**src/rtl/seq_alu_mdu_pkg.sv**
```systemverilog
// Shared op codes, FSM state encoding and op-class helpers for seq_alu_mdu.
// Pure declarations: no latency. No flow control.
// No backpressure.
package seq_alu_pkg;

  // Legacy codes 0/1/2/6/7/12 are kept so the existing ALU control decoder drives op unchanged.
  localparam logic [3:0] OP_AND   = 4'd0;
  localparam logic [3:0] OP_OR    = 4'd1;
  localparam logic [3:0] OP_ADD   = 4'd2;
  localparam logic [3:0] OP_XOR   = 4'd3;
  localparam logic [3:0] OP_SUB   = 4'd6;
  localparam logic [3:0] OP_SLT   = 4'd7;
  localparam logic [3:0] OP_SLTU  = 4'd8;
  localparam logic [3:0] OP_MULT  = 4'd9;
  localparam logic [3:0] OP_MULTU = 4'd10;
  localparam logic [3:0] OP_DIV   = 4'd11;
  localparam logic [3:0] OP_NOR   = 4'd12;
  localparam logic [3:0] OP_DIVU  = 4'd13;
  localparam logic [3:0] OP_MFHI  = 4'd14;
  localparam logic [3:0] OP_MFLO  = 4'd15;

  typedef enum logic [1:0] {
    ST_IDLE,
    ST_CALC,
    ST_FIX,
    ST_DONE
  } state_e;

  function automatic logic is_multicycle(input logic [3:0] op);
    return (op == OP_MULT) || (op == OP_MULTU) || (op == OP_DIV) || (op == OP_DIVU);
  endfunction

  function automatic logic is_div(input logic [3:0] op);
    return (op == OP_DIV) || (op == OP_DIVU);
  endfunction

  function automatic logic is_signed_md(input logic [3:0] op);
    return (op == OP_MULT) || (op == OP_DIV);
  endfunction

endpackage

```
**src/rtl/seq_alu_mdu_if.sv**
```systemverilog
// Issue/response bundle between the EX-stage control FSM (master) and seq_alu_mdu (slave).
// No latency of its own.
// Backpressure: master must hold off issuing while busy=1; starts during busy are dropped.
interface seq_alu_mdu_if #(
  parameter int WIDTH = 32
);
  logic             start;
  logic [3:0]       op;
  logic [WIDTH-1:0] a;
  logic [WIDTH-1:0] b;
  logic [WIDTH-1:0] result;
  logic             zero;
  logic             overflow;
  logic [WIDTH-1:0] hi;
  logic [WIDTH-1:0] lo;
  logic             busy;
  logic             done;
  logic             div_by_zero;
  logic             illegal_op;

  modport master (
    output start, op, a, b,
    input  result, zero, overflow, hi, lo, busy, done, div_by_zero, illegal_op
  );

  modport slave (
    input  start, op, a, b,
    output result, zero, overflow, hi, lo, busy, done, div_by_zero, illegal_op
  );
endinterface

```
**src/rtl/seq_alu_mdu_core.sv**
```systemverilog
// Iterative shift-add multiplier / restoring divider on magnitudes, with sign fixup (divider under SEQ_ALU_MDU_DIV_EN).
// Latency: fin is high in the last of WIDTH iteration cycles after go; hi_fix/lo_fix are valid the cycle after.
// Backpressure: none; go is only pulsed by the top when the unit is idle.
module seq_alu_mdu_core
  import seq_alu_pkg::*;
#(
  parameter int WIDTH = 32,
  parameter int CNT_W = $clog2(WIDTH) + 1
) (
  input  logic             clk,
  input  logic             rst,
  input  logic             go,
  input  logic [3:0]       op,
  input  logic [WIDTH-1:0] a,
  input  logic [WIDTH-1:0] b,
  output logic             fin,
  output logic [WIDTH-1:0] hi_fix,
  output logic [WIDTH-1:0] lo_fix
);
  localparam logic [CNT_W-1:0] LAST = CNT_W'(WIDTH - 1);

  logic [2*WIDTH-1:0] acc_q;
  logic [WIDTH-1:0]   opnd_q;
  logic [CNT_W-1:0]   cnt_q;
  logic               active_q;
  logic               neg_lo_q;

  logic               a_neg, b_neg;
  logic [WIDTH-1:0]   mag_a, mag_b;
  logic [2*WIDTH-1:0] ld_acc;
  logic [WIDTH-1:0]   ld_opnd;
  logic [WIDTH:0]     add_sum;
  logic [2*WIDTH-1:0] mul_step;
  logic [2*WIDTH-1:0] step;
  logic [2*WIDTH-1:0] mul_fix;

  assign a_neg = is_signed_md(op) & a[WIDTH-1];
  assign b_neg = is_signed_md(op) & b[WIDTH-1];
  assign mag_a = a_neg ? (~a + 1'b1) : a;
  assign mag_b = b_neg ? (~b + 1'b1) : b;

  // Multiply: acc = {partial high, multiplier shifting out LSB first}.
  assign add_sum  = {1'b0, acc_q[2*WIDTH-1:WIDTH]} + (acc_q[0] ? {1'b0, opnd_q} : '0);
  assign mul_step = {add_sum, acc_q[WIDTH-1:1]};
  assign mul_fix  = neg_lo_q ? (~acc_q + 1'b1) : acc_q;

`ifdef SEQ_ALU_MDU_DIV_EN
  logic               div_q;
  logic               neg_hi_q;
  logic [WIDTH:0]     rem_sh;
  logic [WIDTH:0]     trial;
  logic [2*WIDTH-1:0] div_step;

  // Divide: acc = {partial remainder, dividend shifting into quotient from the LSB}.
  assign rem_sh   = acc_q[2*WIDTH-1:WIDTH-1];
  assign trial    = rem_sh - {1'b0, opnd_q};
  assign div_step = trial[WIDTH] ? {rem_sh[WIDTH-1:0], acc_q[WIDTH-2:0], 1'b0}
                                 : {trial[WIDTH-1:0],  acc_q[WIDTH-2:0], 1'b1};
  assign step     = div_q ? div_step : mul_step;

  always_comb begin
    ld_acc  = {{WIDTH{1'b0}}, mag_b};
    ld_opnd = mag_a;
    if (is_div(op)) begin
      ld_acc  = {{WIDTH{1'b0}}, mag_a};
      ld_opnd = mag_b;
    end
  end

  // Quotient sign follows a^b, remainder sign follows the dividend.
  always_comb begin
    hi_fix = mul_fix[2*WIDTH-1:WIDTH];
    lo_fix = mul_fix[WIDTH-1:0];
    if (div_q) begin
      hi_fix = neg_hi_q ? (~acc_q[2*WIDTH-1:WIDTH] + 1'b1) : acc_q[2*WIDTH-1:WIDTH];
      lo_fix = neg_lo_q ? (~acc_q[WIDTH-1:0] + 1'b1) : acc_q[WIDTH-1:0];
    end
  end

  always_ff @(posedge clk) begin
    if (rst) begin
      div_q    <= 1'b0;
      neg_hi_q <= 1'b0;
    end else if (go) begin
      div_q    <= is_div(op);
      neg_hi_q <= a_neg;
    end
  end
`else
  assign step    = mul_step;
  assign ld_acc  = {{WIDTH{1'b0}}, mag_b};
  assign ld_opnd = mag_a;
  assign hi_fix  = mul_fix[2*WIDTH-1:WIDTH];
  assign lo_fix  = mul_fix[WIDTH-1:0];
`endif

  assign fin = active_q && (cnt_q == LAST);

  always_ff @(posedge clk) begin
    if (rst) begin
      acc_q    <= '0;
      opnd_q   <= '0;
      cnt_q    <= '0;
      active_q <= 1'b0;
      neg_lo_q <= 1'b0;
    end else if (go) begin
      acc_q    <= ld_acc;
      opnd_q   <= ld_opnd;
      cnt_q    <= '0;
      active_q <= 1'b1;
      neg_lo_q <= a_neg ^ b_neg;
    end else if (active_q) begin
      acc_q <= step;
      cnt_q <= cnt_q + CNT_W'(1);
      if (cnt_q == LAST) active_q <= 1'b0;
    end
  end
endmodule

```
**src/rtl/seq_alu_mdu.sv**
```systemverilog
// EX-stage registered ALU plus iterative MULT/DIV unit with HI/LO; divider present only with SEQ_ALU_MDU_DIV_EN.
// Latency: ALU ops / illegal / divide-by-zero done after 1 edge; MULT/DIV done WIDTH+2 edges after accept.
// Backpressure: busy=1 during CALC/FIX; start is only accepted in IDLE or DONE, otherwise dropped.
module seq_alu_mdu
  import seq_alu_pkg::*;
#(
  parameter int WIDTH = 32
) (
  input logic          clk,
  input logic          rst,
  seq_alu_mdu_if.slave bus
);
  localparam int CNT_W = $clog2(WIDTH) + 1;

  state_e           state_q, state_d;
  logic [WIDTH-1:0] result_q, hi_q, lo_q;
  logic             zero_q, ovf_q, dbz_q, ill_q;

  logic             accept, mc_op, dz, go, fin;
  logic [WIDTH-1:0] hi_fix, lo_fix;
  logic [WIDTH-1:0] sum, dif, alu_res;
  logic             alu_ovf, alu_ill;

`ifdef SEQ_ALU_MDU_DIV_EN
  assign mc_op = is_multicycle(bus.op);
`else
  assign mc_op = is_multicycle(bus.op) && !is_div(bus.op);
`endif
  assign dz     = mc_op && is_div(bus.op) && (bus.b == '0);
  assign accept = bus.start && ((state_q == ST_IDLE) || (state_q == ST_DONE));

  assign sum = bus.a + bus.b;
  assign dif = bus.a - bus.b;

  always_comb begin
    alu_res = '0;
    alu_ovf = 1'b0;
    alu_ill = 1'b0;
    case (bus.op)
      OP_AND:  alu_res = bus.a & bus.b;
      OP_OR:   alu_res = bus.a | bus.b;
      OP_XOR:  alu_res = bus.a ^ bus.b;
      OP_NOR:  alu_res = ~(bus.a | bus.b);
      OP_ADD: begin
        alu_res = sum;
        alu_ovf = (bus.a[WIDTH-1] == bus.b[WIDTH-1]) && (sum[WIDTH-1] != bus.a[WIDTH-1]);
      end
      OP_SUB: begin
        alu_res = dif;
        alu_ovf = (bus.a[WIDTH-1] != bus.b[WIDTH-1]) && (dif[WIDTH-1] != bus.a[WIDTH-1]);
      end
      OP_SLT:  alu_res = {{(WIDTH-1){1'b0}}, ($signed(bus.a) < $signed(bus.b))};
      OP_SLTU: alu_res = {{(WIDTH-1){1'b0}}, (bus.a < bus.b)};
      OP_MFHI: alu_res = hi_q;
      OP_MFLO: alu_res = lo_q;
      default: alu_ill = 1'b1;
    endcase
  end

  always_comb begin
    state_d = state_q;
    go      = 1'b0;
    case (state_q)
      ST_IDLE, ST_DONE: begin
        state_d = ST_IDLE;
        if (bus.start) begin
          if (mc_op && !dz) begin
            state_d = ST_CALC;
            go      = 1'b1;
          end else begin
            state_d = ST_DONE;
          end
        end
      end
      ST_CALC: if (fin) state_d = ST_FIX;
      ST_FIX:  state_d = ST_DONE;
      default: state_d = ST_IDLE;
    endcase
  end

  always_ff @(posedge clk) begin
    if (rst) begin
      state_q <= ST_IDLE;
    end else begin
      state_q <= state_d;
    end
  end

  // Multi-cycle ops never touch result/zero/overflow; hi/lo only change on completion.
  always_ff @(posedge clk) begin
    if (rst) begin
      result_q <= '0;
      zero_q   <= 1'b1;
      ovf_q    <= 1'b0;
      hi_q     <= '0;
      lo_q     <= '0;
      dbz_q    <= 1'b0;
      ill_q    <= 1'b0;
    end else begin
      if (accept) begin
        dbz_q <= 1'b0;
        ill_q <= 1'b0;
        if (!mc_op) begin
          result_q <= alu_res;
          zero_q   <= (alu_res == '0);
          ovf_q    <= alu_ovf;
          ill_q    <= alu_ill;
        end else if (dz) begin
          hi_q  <= bus.a;
          lo_q  <= '1;
          dbz_q <= 1'b1;
        end
      end
      if (state_q == ST_FIX) begin
        hi_q <= hi_fix;
        lo_q <= lo_fix;
      end
    end
  end

  seq_alu_mdu_core #(
    .WIDTH(WIDTH),
    .CNT_W(CNT_W)
  ) u_core (
    .clk    (clk),
    .rst    (rst),
    .go     (go),
    .op     (bus.op),
    .a      (bus.a),
    .b      (bus.b),
    .fin    (fin),
    .hi_fix (hi_fix),
    .lo_fix (lo_fix)
  );

  assign bus.result      = result_q;
  assign bus.zero        = zero_q;
  assign bus.overflow    = ovf_q;
  assign bus.hi          = hi_q;
  assign bus.lo          = lo_q;
  assign bus.busy        = (state_q == ST_CALC) || (state_q == ST_FIX);
  assign bus.done        = (state_q == ST_DONE);
  assign bus.div_by_zero = dbz_q & (state_q == ST_DONE);
  assign bus.illegal_op  = ill_q & (state_q == ST_DONE);
endmodule

```
**src/flat_wrapper.sv**
```systemverilog
// flat-port wrapper written by rule: the top's interface ports become plain ports
module seq_alu_mdu_flat import seq_alu_pkg::*;
#(
  parameter int WIDTH = 32
)
  (clk, rst, bus_start, bus_op, bus_a, bus_b, bus_result, bus_zero, bus_overflow, bus_hi, bus_lo, bus_busy, bus_done, bus_div_by_zero, bus_illegal_op);
  seq_alu_mdu_if #(.WIDTH(WIDTH)) bus_i ();
  input logic clk;
  input logic rst;
  input wire logic [$bits(bus_i.start)-1:0] bus_start;
  input wire logic [$bits(bus_i.op)-1:0] bus_op;
  input wire logic [$bits(bus_i.a)-1:0] bus_a;
  input wire logic [$bits(bus_i.b)-1:0] bus_b;
  output wire logic [$bits(bus_i.result)-1:0] bus_result;
  output wire logic [$bits(bus_i.zero)-1:0] bus_zero;
  output wire logic [$bits(bus_i.overflow)-1:0] bus_overflow;
  output wire logic [$bits(bus_i.hi)-1:0] bus_hi;
  output wire logic [$bits(bus_i.lo)-1:0] bus_lo;
  output wire logic [$bits(bus_i.busy)-1:0] bus_busy;
  output wire logic [$bits(bus_i.done)-1:0] bus_done;
  output wire logic [$bits(bus_i.div_by_zero)-1:0] bus_div_by_zero;
  output wire logic [$bits(bus_i.illegal_op)-1:0] bus_illegal_op;
  assign bus_i.start = bus_start;
  assign bus_i.op = bus_op;
  assign bus_i.a = bus_a;
  assign bus_i.b = bus_b;
  assign bus_result = bus_i.result;
  assign bus_zero = bus_i.zero;
  assign bus_overflow = bus_i.overflow;
  assign bus_hi = bus_i.hi;
  assign bus_lo = bus_i.lo;
  assign bus_busy = bus_i.busy;
  assign bus_done = bus_i.done;
  assign bus_div_by_zero = bus_i.div_by_zero;
  assign bus_illegal_op = bus_i.illegal_op;
  seq_alu_mdu #(.WIDTH(WIDTH)) u_core (.clk(clk), .rst(rst), .bus(bus_i));
endmodule
```
**config.mk**
```make
export PLATFORM = sky130hd
export DESIGN_NAME = seq_alu_mdu_flat
export DESIGN_NICKNAME = d
export VERILOG_FILES = /design/src/rtl/seq_alu_mdu_pkg.sv /design/src/rtl/seq_alu_mdu_if.sv /design/src/rtl/seq_alu_mdu_core.sv /design/src/rtl/seq_alu_mdu.sv /design/src/flat_wrapper.sv
export SDC_FILE = /design/constraint.sdc
export NUM_CORES = 1
export LEC_CHECK = 0
export CAP_MARGIN = 20
export CORE_UTILIZATION = 27
export DETAILED_ROUTE_END_ITERATION = 6
export GPL_ROUTABILITY_DRIVEN = 0
export GPL_TIMING_DRIVEN = 0
export PLACE_DENSITY = 0.43
export SETUP_SLACK_MARGIN = 0.1
export SYNTH_ARGS = -nofsm -noshare
export SYNTH_HDL_FRONTEND = slang
export SYNTH_SLANG_ARGS = --single-unit
```
**constraint.sdc**
```tcl
create_clock -name clk -period 4.9 [get_ports clk]
set_clock_uncertainty 0.05 [all_clocks]
set_input_delay 1.225 -clock clk [delete_from_list [all_inputs] [get_ports clk]]
set_output_delay 1.225 -clock clk [all_outputs]
set_load 0.01 [all_outputs]
```
==> results.py, run 1 <==
metrics = {
    "cts": {
        "cts_tree": "yes",
        "clock_tree.htree_level_count": 1,
        "cts_hold_repair.buffers": 0,
        "cts.clk_slew.worst_paths_ns": 0.06,
        "num_cts_buffers": 26,
        "clock_insertion_delay_worst_skew_ns": 0.59,
        "clk_path_buf_depth": 3,
        "clock_sink_count": 206,
        "ctsRootBufferMaster": "sky130_fd_sc_hd__clkbuf_16",
    },
    "power_and_ir_drop": {
        "power.density_cell_area_nw_per_um2": 356,
        "leakage_power_total_uw": 0.00858,
        "power.internal_uw": 4700,
        "max-vdd-ir-drop_uv": 237,
        "comb_power_share_pct": 43.9,
        "switching_share_pct": 41.5,
        "power.sequential.fraction_pct": 30.8,
        "power.share.clock_pct": 25.3,
        "finalPower_uw": 8030,
        "p_sw_uw": 3340,
    },
    "worst_setup_path": {
        "timing.critical_path.arrival_ns": 5.32,
        "setup.worst_path.end_class": "register",
        "worstSetupStartpointType": "register",
        "crit_end": "u_core.bus.hi[28]",
        "required_ns": 5.27,
        "worst_r2r_startpoint": "u_core.u_core.acc_q[0]",
        "critical_path_peak_fanout": 5,
        "ff2ff_setup_slack_ns": -0.05,
        "reg2reg_to": "u_core.bus.hi[28]",
        "timing.setup.critical_path_class": "reg2reg",
        "worstSetupStartpoint": "u_core.u_core.acc_q[0]",
        "reg2regPathDepth": 16,
    },
    "yosys": {
        "ys_seq_elements": 206,
        "synth_area_leaders": "sky130_fd_sc_hd__dfxtp_1 (23%), sky130_fd_sc_hd__ha_1 (10%), sky130_fd_sc_hd__a211oi_1 (6.6%)",
        "post-synth-top-area-fraction_pct": 23.2,
        "yosys_warnings": 0,
        "seq_area_frac_synth_pct": 23.2,
        "synth-async-reset-ratio_pct": 0,
        "syn-cell-area_um2": 17800,
        "syn-num-nets": 2545,
        "synthesized_instance_count": 2324,
        "number_of_enable_type_register_cells_in_the_synthesized_netlist": 0,
        "ys_types": 86,
        "post_synth.cell_area_avg_um2": 7.64,
        "dominantRegCellSynth": "sky130_fd_sc_hd__dfxtp_1",
        "synth.largest_area_cell": "sky130_fd_sc_hd__dfxtp_1",
    },
    "detailed_routing": {
        "drt-pass1-iter-count": 6,
        "route.final.wire_length_um": 87900,
        "dr_total_vias": 19200,
        "antenna_violating_nets_left": 0,
        "routed_via_density": 5.61,
        "drt-wirelength-per-cell_um": 25.6,
        "dr.first_iter.drc_count": 1747,
        "remaining_drc_errors": 0,
    },
    "finish": {
        "final_layout_size_suffix_gt1_share_pct": 12.8,
        "fin_nets": 2777,
        "antenna_cells": 0,
        "design_area_um2": 22500,
        "layout_overhead_on_the_synthesized_area_pct": 27.0,
        "fin_util_pct": 34.8,
    },
    "placement": {
        "io_buffer_count": 168,
        "post_placement_cell_area_um2": 20600,
        "dp_hpwl_um": 71000,
    },
    "floorplanning": {
        "rows": 93,
        "top_level_ports": 173,
        "chipWidth_um": 258,
        "placeableCoreArea_um2": 64700,
        "die_area_um2": 66800,
        "die_h_um": 258,
        "initial_utilization_pct": 27.4,
    },
    "timing": {
        "layout_min_cycle_time_ns": 4.95,
        "drv_slew": 0,
        "hold_violations": 0,
        "tcrit_tclk_final_pct": 101,
        "setup_viol_count_final": 3,
        "timing_worst_slew_pin_value_ns": 1.12,
        "slew_headroom_pct": 25.3,
        "whs_ns": 0.411,
        "rsz_0062_raised_after_global_routing": "true",
        "max_freq_mhz": 202,
        "final_critical_path_setup_slack_ns": -0.0498,
    },
    "global_routing": {
        "overflow": 0,
        "global_route.usage.met2_pct": 42.8,
        "grtUsageMet1_pct": 32.7,
        "grt_util_met3_pct": 3.62,
        "globalRouteTotalUtil_pct": 25.5,
        "grt_antenna_before_repair": 1,
        "grt_start_max_net_pins": 15,
        "grt_pass1_wl_um": 127000,
        "grt_pass1_vias": 19000,
        "gr-max-usage-layer": "met2",
    },
    "min_path": {
        "hold_path_class": "reg2reg",
        "min_delay_path_depth": 2,
    },
    "run": {
        "cap_violations": 0,
    },
    "outcome": {
        "violations": "negative setup slack",
        "run_status": "finished with violations",
    },
}
## routing by layer
layer  vias up  wire length, um
li1       8989                -
met1      9297            37800
met2       758            40400
met3       181             5350
met4         2             4230
met5         -               11
## how the worst min path moves through the flow
stage               slack (ns)                      from                  endpoint
detailed placement        0.39  u_core.u_core.opnd_q[30]  u_core.u_core.opnd_q[30]
finish                    0.41  u_core.u_core.opnd_q[30]  u_core.u_core.opnd_q[30]
CTS                       0.41   u_core.u_core.opnd_q[0]   u_core.u_core.opnd_q[0]
global placement          0.39  u_core.u_core.opnd_q[30]  u_core.u_core.opnd_q[30]
floorplan                 0.38  u_core.u_core.opnd_q[30]  u_core.u_core.opnd_q[30]
global route              0.43     u_core.bus.result[28]     u_core.bus.result[28]
## critical path, cell delays in order (launching register included)
cell	delay, ns
sky130_fd_sc_hd__dfxtp_2	0.32
sky130_fd_sc_hd__buf_6	0.12
sky130_fd_sc_hd__clkbuf_16	0.15
sky130_fd_sc_hd__clkinv_8	0.04
sky130_fd_sc_hd__ha_4	0.11
sky130_fd_sc_hd__or3b_4	0.39
sky130_fd_sc_hd__or4_4	0.46
sky130_fd_sc_hd__or2_4	0.29
sky130_fd_sc_hd__or3_4	0.34
sky130_fd_sc_hd__or3_4	0.34
sky130_fd_sc_hd__or4_4	0.51
sky130_fd_sc_hd__or3_4	0.39
sky130_fd_sc_hd__or3_4	0.35
sky130_fd_sc_hd__or3_4	0.41
sky130_fd_sc_hd__o41ai_4	0.24
sky130_fd_sc_hd__xor2_1	0.20
sky130_fd_sc_hd__a211oi_1	0.09
## state kept, by name, summed over array words and instances, names as in the netlist
name / count
u_core.bus.zero: 1
u_core.ill_q: 1
u_core.dbz_q: 1
u_core.u_core.opnd_q: 32
u_core.bus.hi: 32
u_core.u_core.acc_q: 64
u_core.u_core.active_q: 1
u_core.u_core.cnt_q: 6
u_core.bus.lo: 32
u_core.state_q: 2
u_core.bus.result: 32
u_core.bus.overflow: 1
u_core.u_core.neg_lo_q: 1
## kinds of logic after synthesis
group	after synthesis	share of synthesized area (%)
compound gates	718	28.2
xor+xnor	151	7.45
fa+ha+maj	150	10.7
buf+inv	267	5.69
flops	206	23.2
mux	70	4.08
simple gates	762	20.7
## cells in the mapped netlist, types with 44 or more instances
library cell / number
sky130_fd_sc_hd__a211oi_1: 157
sky130_fd_sc_hd__a21oi_1: 129
sky130_fd_sc_hd__and2_1: 44
sky130_fd_sc_hd__clkbuf_1: 134
sky130_fd_sc_hd__dfxtp_1: 206
sky130_fd_sc_hd__ha_1: 147
sky130_fd_sc_hd__inv_1: 114
sky130_fd_sc_hd__mux2i_1: 60
sky130_fd_sc_hd__nand2_1: 142
sky130_fd_sc_hd__nor2_1: 310
sky130_fd_sc_hd__nor3_1: 51
sky130_fd_sc_hd__o21ai_0: 99
sky130_fd_sc_hd__xnor2_1: 78
sky130_fd_sc_hd__xor2_1: 73
## power groups by stage
stage	Clock (uW)	Sequential [uW]	Combinational (uW)
6_report	2030	2480	3520
5_1_grt	2130	2500	3770
4_1_cts	2070	2470	3390
3_5_place_dp	0	2500	3130
3_3_place_gp	0	2500	3120
2_1_floorplan	0	2370	1600
## what timing repair did
action,in CTS,in global routing
resized for setup,172,196
endpoints found under the setup margin,89,33
pin swaps,40,40
buffers inserted,20,20
## stage by stage
step                setup TNS, ns  std cells  worst slack [ns]
floorplan                       0       2324             0.110
global placement          -111.72       3347             -2.50
detailed placement        -108.42       3351             -2.34
CTS                         -1.11       3412            -0.312
global route               -0.456       3429            -0.108
finish                    -0.0668       3429           -0.0498
## placed cells by master (no fill, tap or decap), types with 78 or more instances in the layout
master	instances
sky130_fd_sc_hd__a211oi_1	151
sky130_fd_sc_hd__a21oi_1	115
sky130_fd_sc_hd__clkbuf_1	102
sky130_fd_sc_hd__clkdlybuf4s50_1	120
sky130_fd_sc_hd__dfxtp_1	203
sky130_fd_sc_hd__ha_1	127
sky130_fd_sc_hd__inv_1	95
sky130_fd_sc_hd__nand2_1	141
sky130_fd_sc_hd__nor2_1	306
sky130_fd_sc_hd__o21ai_0	94
sky130_fd_sc_hd__xnor2_1	78
## cell type report
cell class / count / area, um2
tap: 855 / 1070
buffer: 143 / 626
timing repair buffer: 212 / 1950
multi-input combinational: 1851 / 13400
inverter: 116 / 452
clock inverter: 9 / 124
clock buffer: 37 / 762
fill: 6954 / 42200
sequential: 206 / 4130
Note: power is estimated with default switching activity, not from simulation.
==> run 2: changes to the inputs <==
--- a/config.mk
+++ b/config.mk
@@ -7,6 +7,7 @@
 export LEC_CHECK = 0
 export CAP_MARGIN = 20
 export CORE_UTILIZATION = 27
+export CTS_BUF_LIST = sky130_fd_sc_hd__clkbuf_16
 export DETAILED_ROUTE_END_ITERATION = 6
 export GPL_ROUTABILITY_DRIVEN = 0
 export GPL_TIMING_DRIVEN = 0
==> constraint.sdc (replaced) <==
create_clock -name clk -period 4.9 [get_ports clk]
set_clock_uncertainty 0.05 [all_clocks]
set_input_delay 1.47 -clock clk [delete_from_list [all_inputs] [get_ports clk]]
set_output_delay 1.47 -clock clk [all_outputs]
set_load 0.01 [all_outputs]
==> run 2 against run 1 <==
  * The run still ends with negative setup slack left
  * Via count increased by 0.72%
  * Power decreased by 0.56%
  * Combinational power about the same
  * Sequential share of layout area decreased by 0.18 points
  * Critical path depth decreased by 1
  * Largest power group unchanged
  * Sequential power about the same
  * Fmax decreased by 2.0%
  * Setup slack got worse by 0.10 ns
  * Worst hold slack got worse by 0.0078 ns
==> results.py, run 2 (synthesis gave the netlist of run 1 again) <==
metrics = {
    "global_routing": {
        "gr-max-usage-layer": "met2",
        "overflow": 0,
        "global_route.usage.met2_pct": 42.8,
        "grt_util_met3_pct": 2.42,
        "grt_pass1_wl_um": 126000,
        "globalRouteTotalUtil_pct": 25.3,
        "grtUsageMet1_pct": 33.5,
        "grt_antenna_before_repair": 1,
        "grt_start_max_net_pins": 15,
        "grt_pass1_vias": 18600,
    },
    "cts": {
        "clock_tree.htree_level_count": 1,
        "cts_tree": "yes",
        "cts.clk_slew.worst_paths_ns": 0.05,
        "num_cts_buffers": 27,
        "ctsRootBufferMaster": "sky130_fd_sc_hd__clkbuf_16",
        "clock_insertion_delay_worst_skew_ns": 0.60,
        "clock_sink_count": 206,
        "clk_path_buf_depth": 3,
        "cts_hold_repair.buffers": 0,
    },
    "detailed_routing": {
        "remaining_drc_errors": 0,
        "dr.first_iter.drc_count": 1869,
        "antenna_violating_nets_left": 0,
        "dr_total_vias": 19400,
        "route.final.wire_length_um": 88400,
        "routed_via_density": 5.64,
        "drt-wirelength-per-cell_um": 25.7,
        "drt-pass1-iter-count": 6,
    },
    "timing": {
        "max_freq_mhz": 198,
        "slew_headroom_pct": 23.3,
        "hold_violations": 0,
        "tcrit_tclk_final_pct": 103,
        "rsz_0062_raised_after_global_routing": "true",
        "drv_slew": 0,
        "timing_worst_slew_pin_value_ns": 1.15,
        "final_critical_path_setup_slack_ns": -0.153,
        "setup_viol_count_final": 7,
        "tns_ns": -0.622,
        "layout_min_cycle_time_ns": 5.05,
        "whs_ns": 0.403,
    },
    "power_and_ir_drop": {
        "leakage_power_total_uw": 0.00861,
        "power.density_cell_area_nw_per_um2": 351,
        "max-vdd-ir-drop_uv": 269,
    },
    "floorplanning": {
        "rows": 93,
        "top_level_ports": 173,
        "placeableCoreArea_um2": 64700,
        "die_h_um": 258,
        "die_area_um2": 66800,
        "chipWidth_um": 258,
        "initial_utilization_pct": 27.4,
    },
    "finish": {
        "largest_register_by_flop_count": "u_core.u_core.acc_q",
        "layout.cells.most_common_list": "sky130_fd_sc_hd__nor2_1 (302), sky130_fd_sc_hd__dfxtp_1 (205), sky130_fd_sc_hd__a211oi_1 (149), sky130_fd_sc_hd__nand2_1 (139), sky130_fd_sc_hd__ha_1 (124)",
        "fin_nets": 2780,
        "final_common_cell": "sky130_fd_sc_hd__nor2_1",
        "layout_overhead_on_the_synthesized_area_pct": 28.1,
        "largest_register_ffs": 64,
        "final_layout_size_suffix_gt1_share_pct": 14.1,
        "instances_no_fill": 3433,
        "multi_input_area_um2": 13700,
        "filler_cell_count": 6966,
        "ff_latch_area_um2": 4130,
    },
    "worst_setup_path": {
        "critical_path_peak_fanout": 10,
        "timing.critical_path.arrival_ns": 5.50,
        "setup.worst_path.end_class": "register",
        "worstPathCellList": "clkdlybuf4s50_1 > inv_1 > ha_1 > buf_2 > or3_4 > nor2_4 > nand4_1 > o211a_4 > o2bb2ai_4 > nand4_1 > nor4_4 > and4_1 > nand4_1 > or4b_4 > o41ai_2",
        "timing.setup.critical_path_class": "in2reg",
        "slowest_stage": "sky130_fd_sc_hd__clkdlybuf4s50_1",
        "required_ns": 5.34,
        "cpMostUsedCell": "sky130_fd_sc_hd__nand4_1",
        "reg2regPathDepth": 14,
        "worstSetupStartpointType": "input port",
        "slowest_delay_ns": 0.57,
    },
    "outcome": {
        "run_status": "finished with violations",
        "violations": "negative setup slack",
    },
    "placement": {
        "numPlacedInstances": 3349,
        "io_buffer_count": 168,
        "dp_hpwl_um": 71100,
    },
    "run": {
        "cap_violations": 0,
    },
    "min_path": {
        "min_delay_path_depth": 2,
        "hold_path_class": "reg2reg",
    },
}
==> run 2: critical path: cells and delay by family <==
kind                       cells  cell delay, ns
and+or+nand+nor                8            1.95
buffers and inverters          3            0.97
AOI/OAI and AO/OA              3            0.72
adders and majority gates      1            0.39
==> run 2: where the power goes <==
group | leakage [uW] | internal (uW) | switching, uW
logic | 0.00650 | 1500 | 2040
registers | 0.00168 | 2010 | 488
clock network | 0.000434 | 1100 | 849
==> run 2: metrics by stage <==
stage	worst slack, ns	util [%]	total power [uW]	area (um2)
after floorplan	0.0249	-	3970	17800
after global placement	-2.44	31.8	5620	20600
after detailed placement	-2.49	31.9	5640	20600
after CTS	-0.366	34.3	7890	22200
after global routing	-0.229	35.1	8350	22700
final	-0.153	35.1	7990	22700
==> run 2: path summary, 6_finish.rpt <==
check                                             from                     to  slack, ns
worst min-delay path             u_core.bus.result[28]  u_core.bus.result[28]       0.40
worst max-delay path                         bus_b[21]        u_core.bus.zero      -0.15
worst min register to register   u_core.bus.result[28]  u_core.bus.result[28]       0.40
worst max register to register  u_core.u_core.acc_q[0]      u_core.bus.hi[31]      -0.14
==> run 2: timing repair <==
action                     CTS  global route
gates cloned                 0             0
setup endpoints to repair   94            52
resized for setup          192           249
pin swaps                   44            61
hold endpoints to repair     0             0
setup buffers               25            17
==> run 2: layout make-up <==
class	count	share of cell area, %
well taps	855	4.70
diodes	1	0.0110
clock inverters	20	0.699
flip-flops and latches	206	18.1
multi-input cells	1851	60.1
inverters	116	2.04
plain buffers	145	2.87
clock buffers	27	2.97
repair buffers	212	8.47
==> run 2: routing by layer <==
layer | share of wire, % | wire [um]
met5 | 0.014 | 12
met3 | 6.3 | 5590
met4 | 3.8 | 3320
met2 | 47 | 41500
met1 | 43 | 38000
==> run 3: changes to the inputs <==
--- a/config.mk
+++ b/config.mk
@@ -11,6 +11,7 @@
 export DETAILED_ROUTE_END_ITERATION = 6
 export GPL_ROUTABILITY_DRIVEN = 0
 export GPL_TIMING_DRIVEN = 0
+export HOLD_SLACK_MARGIN = 0.05
 export PLACE_DENSITY = 0.43
 export SETUP_SLACK_MARGIN = 0.1
 export SYNTH_ARGS = -nofsm -noshare
==> results of run 3 <==
Same layout as run 2: the final DEF is identical, and so are final timing and power.
